## config.mk

```make
export PLATFORM = sky130hd
export DESIGN_NAME = mem_access_unit
export DESIGN_NICKNAME = d
export VERILOG_FILES = /design/src/rtl/mem_access_unit.sv
export SDC_FILE = /design/constraint.sdc
export NUM_CORES = 1
export LEC_CHECK = 0
export BUFFER_PORTS_ARGS = -buffer_cell sky130_fd_sc_hd__buf_2
export CAP_MARGIN = 10
export CORE_MARGIN = 10
export CORE_UTILIZATION = 44
export DETAILED_ROUTE_END_ITERATION = 8
export PLACE_DENSITY_LB_ADDON = 0.2
export SYNTH_ARGS = -nofsm -noshare
export SYNTH_HDL_FRONTEND = slang
export SYNTH_SLANG_ARGS = --single-unit
```

## constraint.sdc

```tcl
create_clock -name clk_in -period 2.4 [get_ports clk_in]
set_input_delay 0.36 -clock clk_in [delete_from_list [all_inputs] [get_ports clk_in]]
set_output_delay 0.36 -clock clk_in [all_outputs]
set_load 0.02 [all_outputs]
```

## src/rtl/mem_access_unit.sv

```systemverilog
// Memory access unit: accepts one load/store from the pipeline, runs it over a
// req/ack data-memory bus with optional timeout, steers store byte lanes and
// rotates/extends load data for writeback.

package mem_access_unit_pkg;

    // Request as latched from the pipeline at accept time
    typedef struct packed {
        logic [31:0] addr;
        logic        we;
        logic        byte_acc;
        logic        sgn;
        logic [31:0] wdata;
    } mau_req_t;

    // Word-wide bus payload presented while the request is outstanding
    typedef struct packed {
        logic        we;
        logic [31:0] addr;
        logic [3:0]  be;
        logic [31:0] wdata;
    } mau_bus_t;

endpackage

module mem_access_unit
    import mem_access_unit_pkg::*;
#(
    parameter int unsigned TIMEOUT_CYCLES = 255,
    parameter int unsigned TO_CNT_W       = 8
) (
    input  logic        clk_in,
    input  logic        reset_in,
    input  logic        req_valid_in,
    output logic        req_ready_out,
    input  logic [31:0] addr_in,
    input  logic        wr_en_in,
    input  logic        byte_en_in,
    input  logic        signed_in,
    input  logic [31:0] wdata_in,
    output logic        mem_req_out,
    output logic        mem_we_out,
    output logic [31:0] mem_addr_out,
    output logic [3:0]  mem_be_out,
    output logic [31:0] mem_wdata_out,
    input  logic [31:0] mem_rdata_in,
    input  logic        mem_ack_in,
    output logic        done_out,
    output logic        rd_valid_out,
    output logic [31:0] rd_data_out,
    output logic        busy_out,
    output logic        timeout_err_out
);

    typedef enum logic [1:0] {
        IDLE = 2'd0,
        REQ  = 2'd1,
        RESP = 2'd2
    } state_t;

    state_t              state_q, state_d;
    logic [TO_CNT_W-1:0] cnt_q, cnt_d;
    mau_req_t            lat_q, lat_d;
    mau_req_t            in_req;
    mau_bus_t            bus_d;
    logic                timeout_hit;

    logic        ready_d;
    logic        req_d;
    logic        done_d;
    logic        rd_valid_d;
    logic        err_d;
    logic [31:0] rd_data_d;

    // Bus fields derived from a request: aligned address, lane enables, replicated byte data
    function automatic mau_bus_t bus_fields(input mau_req_t r);
        mau_bus_t b;
        b.we    = r.we;
        b.addr  = {r.addr[31:2], 2'b00};
        b.be    = 4'b1111;
        b.wdata = '0;
        if (r.we) begin
            if (r.byte_acc) begin
                b.be    = 4'b0001 << r.addr[1:0];
                b.wdata = {4{r.wdata[7:0]}};
            end else begin
                b.wdata = r.wdata;
            end
        end
        return b;
    endfunction

    // Load writeback value: word rotated so the addressed byte lands in [7:0], or one lane extended
    function automatic logic [31:0] load_result(input mau_req_t r, input logic [31:0] rdata);
        logic [31:0] rot;
        logic [31:0] res;
        rot = 32'({rdata, rdata} >> {r.addr[1:0], 3'b000});
        if (r.byte_acc) begin
            res = {{24{r.sgn & rot[7]}}, rot[7:0]};
        end else begin
            res = rot;
        end
        return res;
    endfunction

    // Incoming pipeline request
    always_comb begin
        in_req.addr     = addr_in;
        in_req.we       = wr_en_in;
        in_req.byte_acc = byte_en_in;
        in_req.sgn      = signed_in;
        in_req.wdata    = wdata_in;
    end

    // Abort once the counter is about to reach the limit without an ack; zero disables it
    always_comb begin
        timeout_hit = (TIMEOUT_CYCLES != 0) &&
                      (cnt_q == TO_CNT_W'(TIMEOUT_CYCLES - 1));
    end

    // Next-state and next-output logic; outputs are registered from these values
    always_comb begin
        state_d    = state_q;
        cnt_d      = cnt_q;
        lat_d      = lat_q;
        bus_d      = '0;
        ready_d    = 1'b0;
        req_d      = 1'b0;
        done_d     = 1'b0;
        rd_valid_d = 1'b0;
        err_d      = 1'b0;
        rd_data_d  = rd_data_out;

        case (state_q)
            IDLE: begin
                if (req_valid_in) begin
                    lat_d   = in_req;
                    cnt_d   = '0;
                    req_d   = 1'b1;
                    bus_d   = bus_fields(in_req);
                    state_d = REQ;
                end else begin
                    ready_d = 1'b1;
                end
            end
            REQ: begin
                if (mem_ack_in) begin
                    cnt_d      = '0;
                    done_d     = 1'b1;
                    rd_valid_d = ~lat_q.we;
                    if (!lat_q.we) begin
                        rd_data_d = load_result(lat_q, mem_rdata_in);
                    end
                    state_d    = RESP;
                end else if (timeout_hit) begin
                    cnt_d   = '0;
                    done_d  = 1'b1;
                    err_d   = 1'b1;
                    state_d = RESP;
                end else begin
                    cnt_d   = cnt_q + TO_CNT_W'(1);
                    req_d   = 1'b1;
                    bus_d   = bus_fields(lat_q);
                end
            end
            RESP: begin
                cnt_d   = '0;
                ready_d = 1'b1;
                state_d = IDLE;
            end
            default: begin
                cnt_d   = '0;
                ready_d = 1'b1;
                state_d = IDLE;
            end
        endcase
    end

    // State, latched request and registered outputs; synchronous active-low reset
    always_ff @(posedge clk_in) begin
        if (!reset_in) begin
            state_q         <= IDLE;
            cnt_q           <= '0;
            lat_q           <= '0;
            req_ready_out   <= 1'b1;
            busy_out        <= 1'b0;
            mem_req_out     <= 1'b0;
            mem_we_out      <= 1'b0;
            mem_addr_out    <= '0;
            mem_be_out      <= '0;
            mem_wdata_out   <= '0;
            done_out        <= 1'b0;
            rd_valid_out    <= 1'b0;
            rd_data_out     <= '0;
            timeout_err_out <= 1'b0;
        end else begin
            state_q         <= state_d;
            cnt_q           <= cnt_d;
            lat_q           <= lat_d;
            req_ready_out   <= ready_d;
            busy_out        <= ~ready_d;
            mem_req_out     <= req_d;
            mem_we_out      <= bus_d.we;
            mem_addr_out    <= bus_d.addr;
            mem_be_out      <= bus_d.be;
            mem_wdata_out   <= bus_d.wdata;
            done_out        <= done_d;
            rd_valid_out    <= rd_valid_d;
            rd_data_out     <= rd_data_d;
            timeout_err_out <= err_d;
        end
    end

endmodule

```

======== Word level (Yosys, flattened, before mapping) ========
Cells that the tools add are included.
word-level totals
  word-level logic and storage cells ...... 65
  bits in registers ....................... 184
  bits of input ports ..................... 103
  output and inout port bits .............. 107
cells by class
  muxes and demuxes ....................... 27
  shift operators ......................... 3
  bitwise logic cells ..................... 5
  eq/ne operators ......................... 4
  add/subtract/negate cells ............... 1
  reductions and logical operators ........ 7
operators with widths
  operator                                                           count
  69-bit two-way mux                                                 3
  69-bit case mux with 2 select lines                                1
  32-bit two-way mux                                                 3
  36-bit two-way mux                                                 2
  64-bit by 5-bit >> shifter with 32-bit output                      1
  8-bit two-way mux                                                  3
  8-bit case mux with 2 select lines                                 1
  8-bit by 1-bit adder with 8-bit output, second input constant      1
  8-bit == test, second input constant                               1
  4-bit two-way mux                                                  2
  1-bit by 2-bit left shift with 4-bit output, first input constant  2
  1-bit two-way mux                                                  6
  2-bit two-way mux                                                  3
  2-bit AND reduction                                                3
  3-bit AND reduction                                                2
  1-bit NOT                                                          4
  1-bit case mux with 2 select lines                                 2
  2-bit case mux with 2 select lines                                 1
  3-bit inequality test, second input constant                       1
  3-bit OR reduction                                                 1
  2-bit by 1-bit == test with 1-bit output, second input constant    1
  2-bit zero test                                                    1
  2-bit inequality test, second input constant                       1
  1-bit AND                                                          1

======== Logic depth before layout (Yosys ltp) ========
Gate-level depths: netlist of run 1.
  depth in word-level cells ............... 6
  depth in mapped cells ................... 7
  depth with buffers taken out ............ 6

======== Least setup slack after synthesis of run 1 ========
OpenSTA, ideal clock, no wires.
  path type ............................... reg2reg
  start point ............................. reg cnt_q[0]
  end point ............................... reg mem_wdata_out[13]
  clock period less this slack ............ 1,732 ps
  library setup time ...................... 73 ps
  path buffers ............................ 1
  required time ........................... 2,327 ps
  slack ................................... 668 ps
  cell stages (with the launch flop) ...... 8
  arrival ................................. 1,659 ps
  cell sequence ........................... dfxtp_1 > inv_1 > ha_1 > and3_4 > a2111oi_4 > nand3_2 > buf_6 > o22ai_2
on the way
  word-level cells in the longest chain between the ends .. 4
RTL lines
  what                                 RTL line  RTL
  from (decl)                          62        logic [TO_CNT_W-1:0] cnt_q, cnt_d;
  from (signal assigned)               198       cnt_q <= cnt_d;
  8-bit == test                        118       (cnt_q == TO_CNT_W'(TIMEOUT_CYCLES - 1));
  69-bit two-way mux                   155       end else if (timeout_hit) begin
  69-bit two-way mux                   147       if (mem_ack_in) begin
  69-bit case mux with 2 select lines  134       case (state_q)
  to (signal assigned)                 206       mem_wdata_out <= bus_d.wdata;
  to (decl)                            45        output logic [31:0] mem_wdata_out,
Every way passes these cells.
A chain may end at the register's enable or synchronous reset.

======== Final worst setup path of run 1 ========
  start point ............................. reg cnt_q[0]
  end point ............................... reg mem_wdata_out[1]
The elaborated chain is that of the path after synthesis.

==> impl_metrics.json, run 1 <==
{
  "status": "completed",
  "synth_mux_area_share_pct": 15.2,
  "synth-xor-area-share_pct": 0.775,
  "drc": 0,
  "fmax_mhz": 507,
  "ioPinCount": 210,
  "endpoint": "mem_wdata_out[1]",
  "num-fill-cells": 1652,
  "synthSimpleGateAreaFrac_pct": 12.6,
  "syn_avg_cell_area_um2": 10.3,
  "synth.most_common_cell": "dfxtp_1",
  "cp.depth": 6,
  "tns_ns": 0,
  "setup_viol": 0,
  "grt-ovfl-total": 0,
  "htree_num_levels": 4,
  "ys_types": 43,
  "core_area_um2": 17500,
  "drive_gt1_share_pct": 34.8,
  "synth_edf_count": 0,
  "p_per_area_nw_per_um2": 720,
  "rsz0062_at_grt": "false",
  "max-vdd-ir-drop_uv": 481,
  "wl_um": 21900,
  "via_per_inst": 5.29,
  "finalNonFillerCells": 1191,
  "synthAdderAreaFrac_pct": 0.316,
  "arrival_ns": 2.34,
  "reg2reg_depth": 6,
  "first_global_vias": 6224,
  "grt_max_degree": 49,
  "end_kind": "flip-flop",
  "synthTopCellsByCount": "182 x dfxtp_1, 159 x nand2_1, 75 x a21boi_0",
  "fin_area_um2": 9630,
  "synth.ff_latch_count": 182,
  "yosys_warnings": 0,
  "worstPathBufferInverterCount": 1,
  "r2r-end": "mem_wdata_out[1]",
  "placed_area_um2": 9080,
  "start_kind": "flip-flop",
  "grt_pass1_wl_um": 34500,
  "dieArea_um2": 23700,
  "cp_max_fo": 8,
  "gp_congestion": 0.785,
  "numClockSinks": 182,
  "worstReg2RegStart": "cnt_q[0]",
  "die-width_um": 154,
  "rows": 48,
  "slowest_stage": "a2111oi_4",
  "crit_type": "flip-flop to flip-flop",
  "syn_to_final_growth_pct": 21.8,
  "required_ns": 2.77,
  "cts_setup_buffers": 0,
  "cts_root_buf": "clkbuf_16",
  "syn_inst": 771,
  "dp_hpwl_um": 15500,
  "place_inst": 1159,
  "start_util_pct": 45.2,
  "fin_ws_ns": 0.428,
  "hold_viol": 0,
  "cts.path.max_buffers": 2,
  "period_share_pct": 82.2,
  "cp-startpoint": "cnt_q[0]",
  "leakage_nw": 4.02,
  "netlist_area_um2": 7910,
  "clkSlewWorstSetupHoldPaths_ns": 0.07,
  "drv_cap": 0,
  "yosysTopAreaCell": "dfxtp_1",
  "hp-class": "primary input to flip-flop",
  "synth_top_family_by_area": "compound AO/OA/AOI/OAI gates",
  "synth.area.top_cells": "dfxtp_1 46%, mux4_2 9.1%, nand2_1 7.5%, a21boi_0 7.1%, mux2i_1 6.1%",
  "ant_nets": 0,
  "cts_resized": 0,
  "cts_tree": "yes",
  "async_flop_share_pct": 0,
  "grt_usage_pct": 18.0,
  "dr.pass1.iters": 4,
  "drt-wirelength-per-cell_um": 18.4,
  "finalClockSkew_ns": 0.0125,
  "synth_top_area_share_pct": 46.1,
  "crit_chain": "inv_1, ha_1, and3_4, a2111oi_4, and3_1, a22o_1",
  "synthFlopType": "dfxtp_1",
  "grt_antenna_before_repair": 2,
  "ctsHoldBuffers": 0,
  "dieHeight_um": 154,
  "synth_compound_area_share_pct": 20.5,
  "path_delay_family": "compound AO/OA/AOI/OAI gates",
  "drtIter0Drc": 279,
  "clock_latency_ns": 0.43,
  "yosysSeqAreaShare_pct": 46.1,
  "vias": 6296,
  "finalCriticalPeriod_ns": 1.97,
  "nets": 1058,
  "slew_violations": 0,
  "cts_inserted_buffers": 17,
  "slowest_delay_ns": 0.49,
  "port_buffers": 207,
  "r2r_slack_ns": 0.43,
  "place_ws_ns": 0.446,
  "max-slew-margin-rel_pct": 59.1,
  "worst_pin_slew_ns": 0.613
}
[registers in the layout, summed over array words and instances (netlist names), 2 cells and up]
register	count
lat_q	67
mem_wdata_out	32
rd_data_out	32
mem_addr_out	30
cnt_q	8
mem_be_out	4
state_q	2
[routing by layer]
| layer | wire length [um] | vias up | track usage (%) | share of wire [%] |
|---|---|---|---|---|
| met4 | 433 | 2 | 5.94 | 2.0 |
| met3 | 1590 | 30 | 5.72 | 7.3 |
| met1 | 9300 | 2989 | 22.4 | 43 |
| met2 | 10500 | 203 | 28.8 | 48 |
| met5 | 7 | - | 0 | 0.032 |
| li1 | - | 3072 | - | - |
[final cells by class]
| type | count | area, um2 | share of cell area, % |
|---|---|---|---|
| clock buffer | 24 | 472 | 4.90 |
| timing repair buffer | 227 | 1210 | 12.6 |
| inverter | 5 | 18.8 | 0.195 |
| clock inverter | 7 | 71.3 | 0.741 |
| antenna | 1 | 2.50 | 0.0260 |
| tap | 225 | 282 | 2.92 |
| sequential | 182 | 3650 | 37.9 |
| multi-input combinational | 520 | 3930 | 40.8 |
[through the flow]
stage | hold slack [ns] | util, % | total power, mW
6_report | 0.167 | 55.1 | 6.93
5_1_grt | 0.148 | 55.1 | 7.24
4_1_cts | 0.145 | 55.1 | 7.02
3_5_place_dp | 0.451 | 52.0 | 4.39
3_3_place_gp | 0.446 | 52.0 | 4.38
2_1_floorplan | 0.438 | - | 4.02
[logic make-up after synthesis]
kind of cell / count (synthesis)
AND/OR/NAND/NOR: 226
AO/OA/AOI/OAI: 203
flip-flops: 182
multiplexers: 80
buffers and inverters: 70
XOR/XNOR: 7
adder cells (fa/ha/maj): 2
other: 1
[layout by cell type (no fill, tap or decap), types with 6 or more instances in the layout]
cell,count
a21boi_0,75
o21ai_0,31
nand2b_1,25
buf_4,18
nand2_1,158
a22o_1,38
o22ai_2,19
buf_2,207
nor2_1,14
clkbuf_16,17
mux4_2,32
a21oi_2,20
a21oi_1,10
xor2_1,6
dfxtp_1,180
mux2i_1,48
[worst min-delay path by stage]
stage | startpoint | to | depth (start not counted)
finish | addr_in[24] | mem_addr_out[24] | 2
global route | addr_in[10] | mem_addr_out[10] | 2
CTS | addr_in[25] | mem_addr_out[25] | 2
detailed placement | lat_q[44] | mem_addr_out[9] | 1
global placement | lat_q[45] | mem_addr_out[10] | 1
floorplan | mem_ack_in | timeout_err_out | 1
[where the power goes]
part | switching [mW] | internal [mW]
Combinational | 0.595 | 0.432
Sequential | 0.0927 | 3.19
Clock | 1.14 | 1.48
Total | 1.83 | 5.10
Power figures use the tool's default switching activity.
==> run 2, diff against run 1 <==
- clock period: 2.4 -> 2.05 ns (I/O delays scaled with it)
==> run 2 against run 1 <==
Maximum frequency is 4.5% higher. Sequential power is 17% higher. Sequential cell count stayed put. Worst hold slack worse by 0.054 ns. Power is 21% higher. Routed wire length is 0.71% lower. Worst setup slack worse by 0.26 ns. Via count is 1.2% lower. Die area stayed put. Critical endpoint unchanged. Largest power group unchanged.
==> impl_metrics.json, run 2 (synthesis gave the netlist of run 1 again) <==
{
  "final_cell_mix": "207 x buf_2, 180 x dfxtp_1, 158 x nand2_1",
  "core_area_um2": 17500,
  "worstPathBufferInverterCount": 1,
  "drc": 0,
  "start_util_pct": 45.2,
  "nets": 1058,
  "drv_cap": 0,
  "p_per_area_nw_per_um2": 861,
  "fin_util_pct": 55.9,
  "cts_inserted_buffers": 17,
  "syn_to_final_growth_pct": 23.5,
  "ant_nets": 0,
  "drtIter0Drc": 278,
  "period_share_pct": 92.0,
  "rsz0062_at_grt": "false",
  "combPwrFrac_pct": 14.7,
  "status": "completed",
  "start_kind": "flip-flop",
  "first_global_vias": 6261,
  "tns_ns": 0,
  "fin_ws_ns": 0.164,
  "leakage_nw": 4.10,
  "die-width_um": 154,
  "hp-class": "primary input to flip-flop",
  "dieHeight_um": 154,
  "place_ws_ns": 0.109,
  "placed_area_um2": 9160,
  "switching_power_mw": 2.17,
  "largest_reg_flops": 67,
  "dieArea_um2": 23700,
  "slowest_delay_ns": 0.50,
  "dp_hpwl_um": 15300,
  "ctsHoldBuffers": 0,
  "via_per_inst": 5.22,
  "crit_type": "flip-flop to flip-flop",
  "numClockSinks": 182,
  "end_kind": "flip-flop",
  "wl_um": 21700,
  "port_buffers": 207,
  "gp_congestion": 0.816,
  "ff_latch_area_um2": 3650,
  "fin_area_um2": 9770,
  "slew_violations": 0,
  "vias": 6220,
  "dr.pass1.iters": 5,
  "max-vdd-ir-drop_uv": 598,
  "fmax_mhz": 530,
  "num-fill-cells": 1578,
  "cts_root_buf": "clkbuf_16",
  "layout.cells.most_common": "buf_2",
  "worst_pin_slew_ns": 0.652,
  "htree_num_levels": 4,
  "grt_antenna_before_repair": 2,
  "max-slew-margin-rel_pct": 56.5,
  "multi_input_area_um2": 3930,
  "sequentialPowerShare_pct": 45.5,
  "rows": 48,
  "grt_pass1_wl_um": 34500,
  "clkSlewWorstSetupHoldPaths_ns": 0.07,
  "place_inst": 1159,
  "top_register": "lat_q",
  "finalNonFillerCells": 1192,
  "finalClockSkew_ns": 0.0130,
  "cts.path.max_buffers": 2,
  "required_ns": 2.41,
  "drt-wirelength-per-cell_um": 18.2,
  "grt-ovfl-total": 0,
  "slowest_stage": "a2111oi_4",
  "crit_chain": "inv_1, ha_1, and3_4, a2111oi_4, and3_2, a22o_1",
  "internal_power_mw": 6.24,
  "clock_latency_ns": 0.42,
  "ioPinCount": 210,
  "cts_setup_buffers": 0,
  "setup_viol": 0,
  "finalCriticalPeriod_ns": 1.89,
  "grt_usage_pct": 17.8,
  "drive_gt1_share_pct": 35.3,
  "pwr-share-clk_pct": 39.8,
  "hold_viol": 0,
  "path_delay_family": "compound AO/OA/AOI/OAI gates",
  "cp_max_fo": 8,
  "reg_top3": "lat_q: 67 flops, mem_wdata_out: 32 flops, rd_data_out: 32 flops",
  "cts_resized": 0,
  "cts_tree": "yes",
  "arrival_ns": 2.25,
  "grt_max_degree": 68,
  "switching_share_pct": 25.8
}
## run 2: cell count changes in the layout (fill, tap and decap cells not counted)
| cell | change |
|---|---|
| clkinv_4 | +2 |
| inv_6 | +1 |
| and3_1 | -1 |
| buf_12 | +6 |
| buf_4 | -6 |
| clkinv_2 | +2 |
| clkbuf_1 | -3 |
| bufinv_16 | +2 |
| clkinvlp_4 | -3 |
| and3_2 | +1 |
## run 2: cell type report
type / count / share of cell area (%)
Antenna cell: 1 / 0.0256
Inverter: 5 / 0.192
Sequential cell: 182 / 37.3
Multi-Input combinational cell: 520 / 40.2
Tap cell: 225 / 2.88
Clock buffer: 21 / 4.71
Clock inverter: 11 / 1.49
Timing Repair Buffer: 227 / 13.2
## run 2: worst paths after layout
| check | startpoint | endpoint | slack [ns] | cells past startpoint |
|---|---|---|---|---|
| worst max-delay path | cnt_q[0] | mem_wdata_out[1] | 0.16 | 6 |
| worst min-delay path | addr_in[27] | mem_addr_out[27] | 0.11 | 2 |
| worst max register to register | cnt_q[0] | mem_wdata_out[1] | 0.16 | 6 |
| worst min register to register | rd_data_out[6] | rd_data_out[6] | 0.46 | 2 |
## run 2: metal layers
layer / wire, um / track usage (%) / up-vias
met1: 9330 / 21.7 / 2960
met3: 1560 / 6.25 / 17
met4: 246 / 4.36 / 2
met2: 10600 / 29.5 / 171
li1: - / - / 3070
met5: 9 / 0 / -
## run 2: worst reg2reg max path: cells and delay by family (launching register included)
kind / cells / cell delay, ns
AO/OA/AOI/OAI: 2 / 0.66
AND/OR/NAND/NOR: 2 / 0.57
flip-flops: 1 / 0.34
adder cells (fa/ha/maj): 1 / 0.19
buffers and inverters: 1 / 0.07
## run 2: power groups by stage
stage,sequential [mW],clock [mW],combinational [mW]
floorplan,4.01,0,0.696
finish,3.83,3.35,1.23
CTS,3.83,3.43,1.25
global placement,3.91,0,1.24
global route,3.85,3.58,1.36
detailed placement,3.91,0,1.25
## run 2: stage by stage
| step | power [mW] | hold WS, ns |
|---|---|---|
| finish | 8.41 | 0.113 |
| global route | 8.78 | 0.104 |
| CTS | 8.52 | 0.0936 |
| detailed placement | 5.16 | 0.452 |
| global placement | 5.14 | 0.446 |
| floorplan | 4.71 | 0.386 |
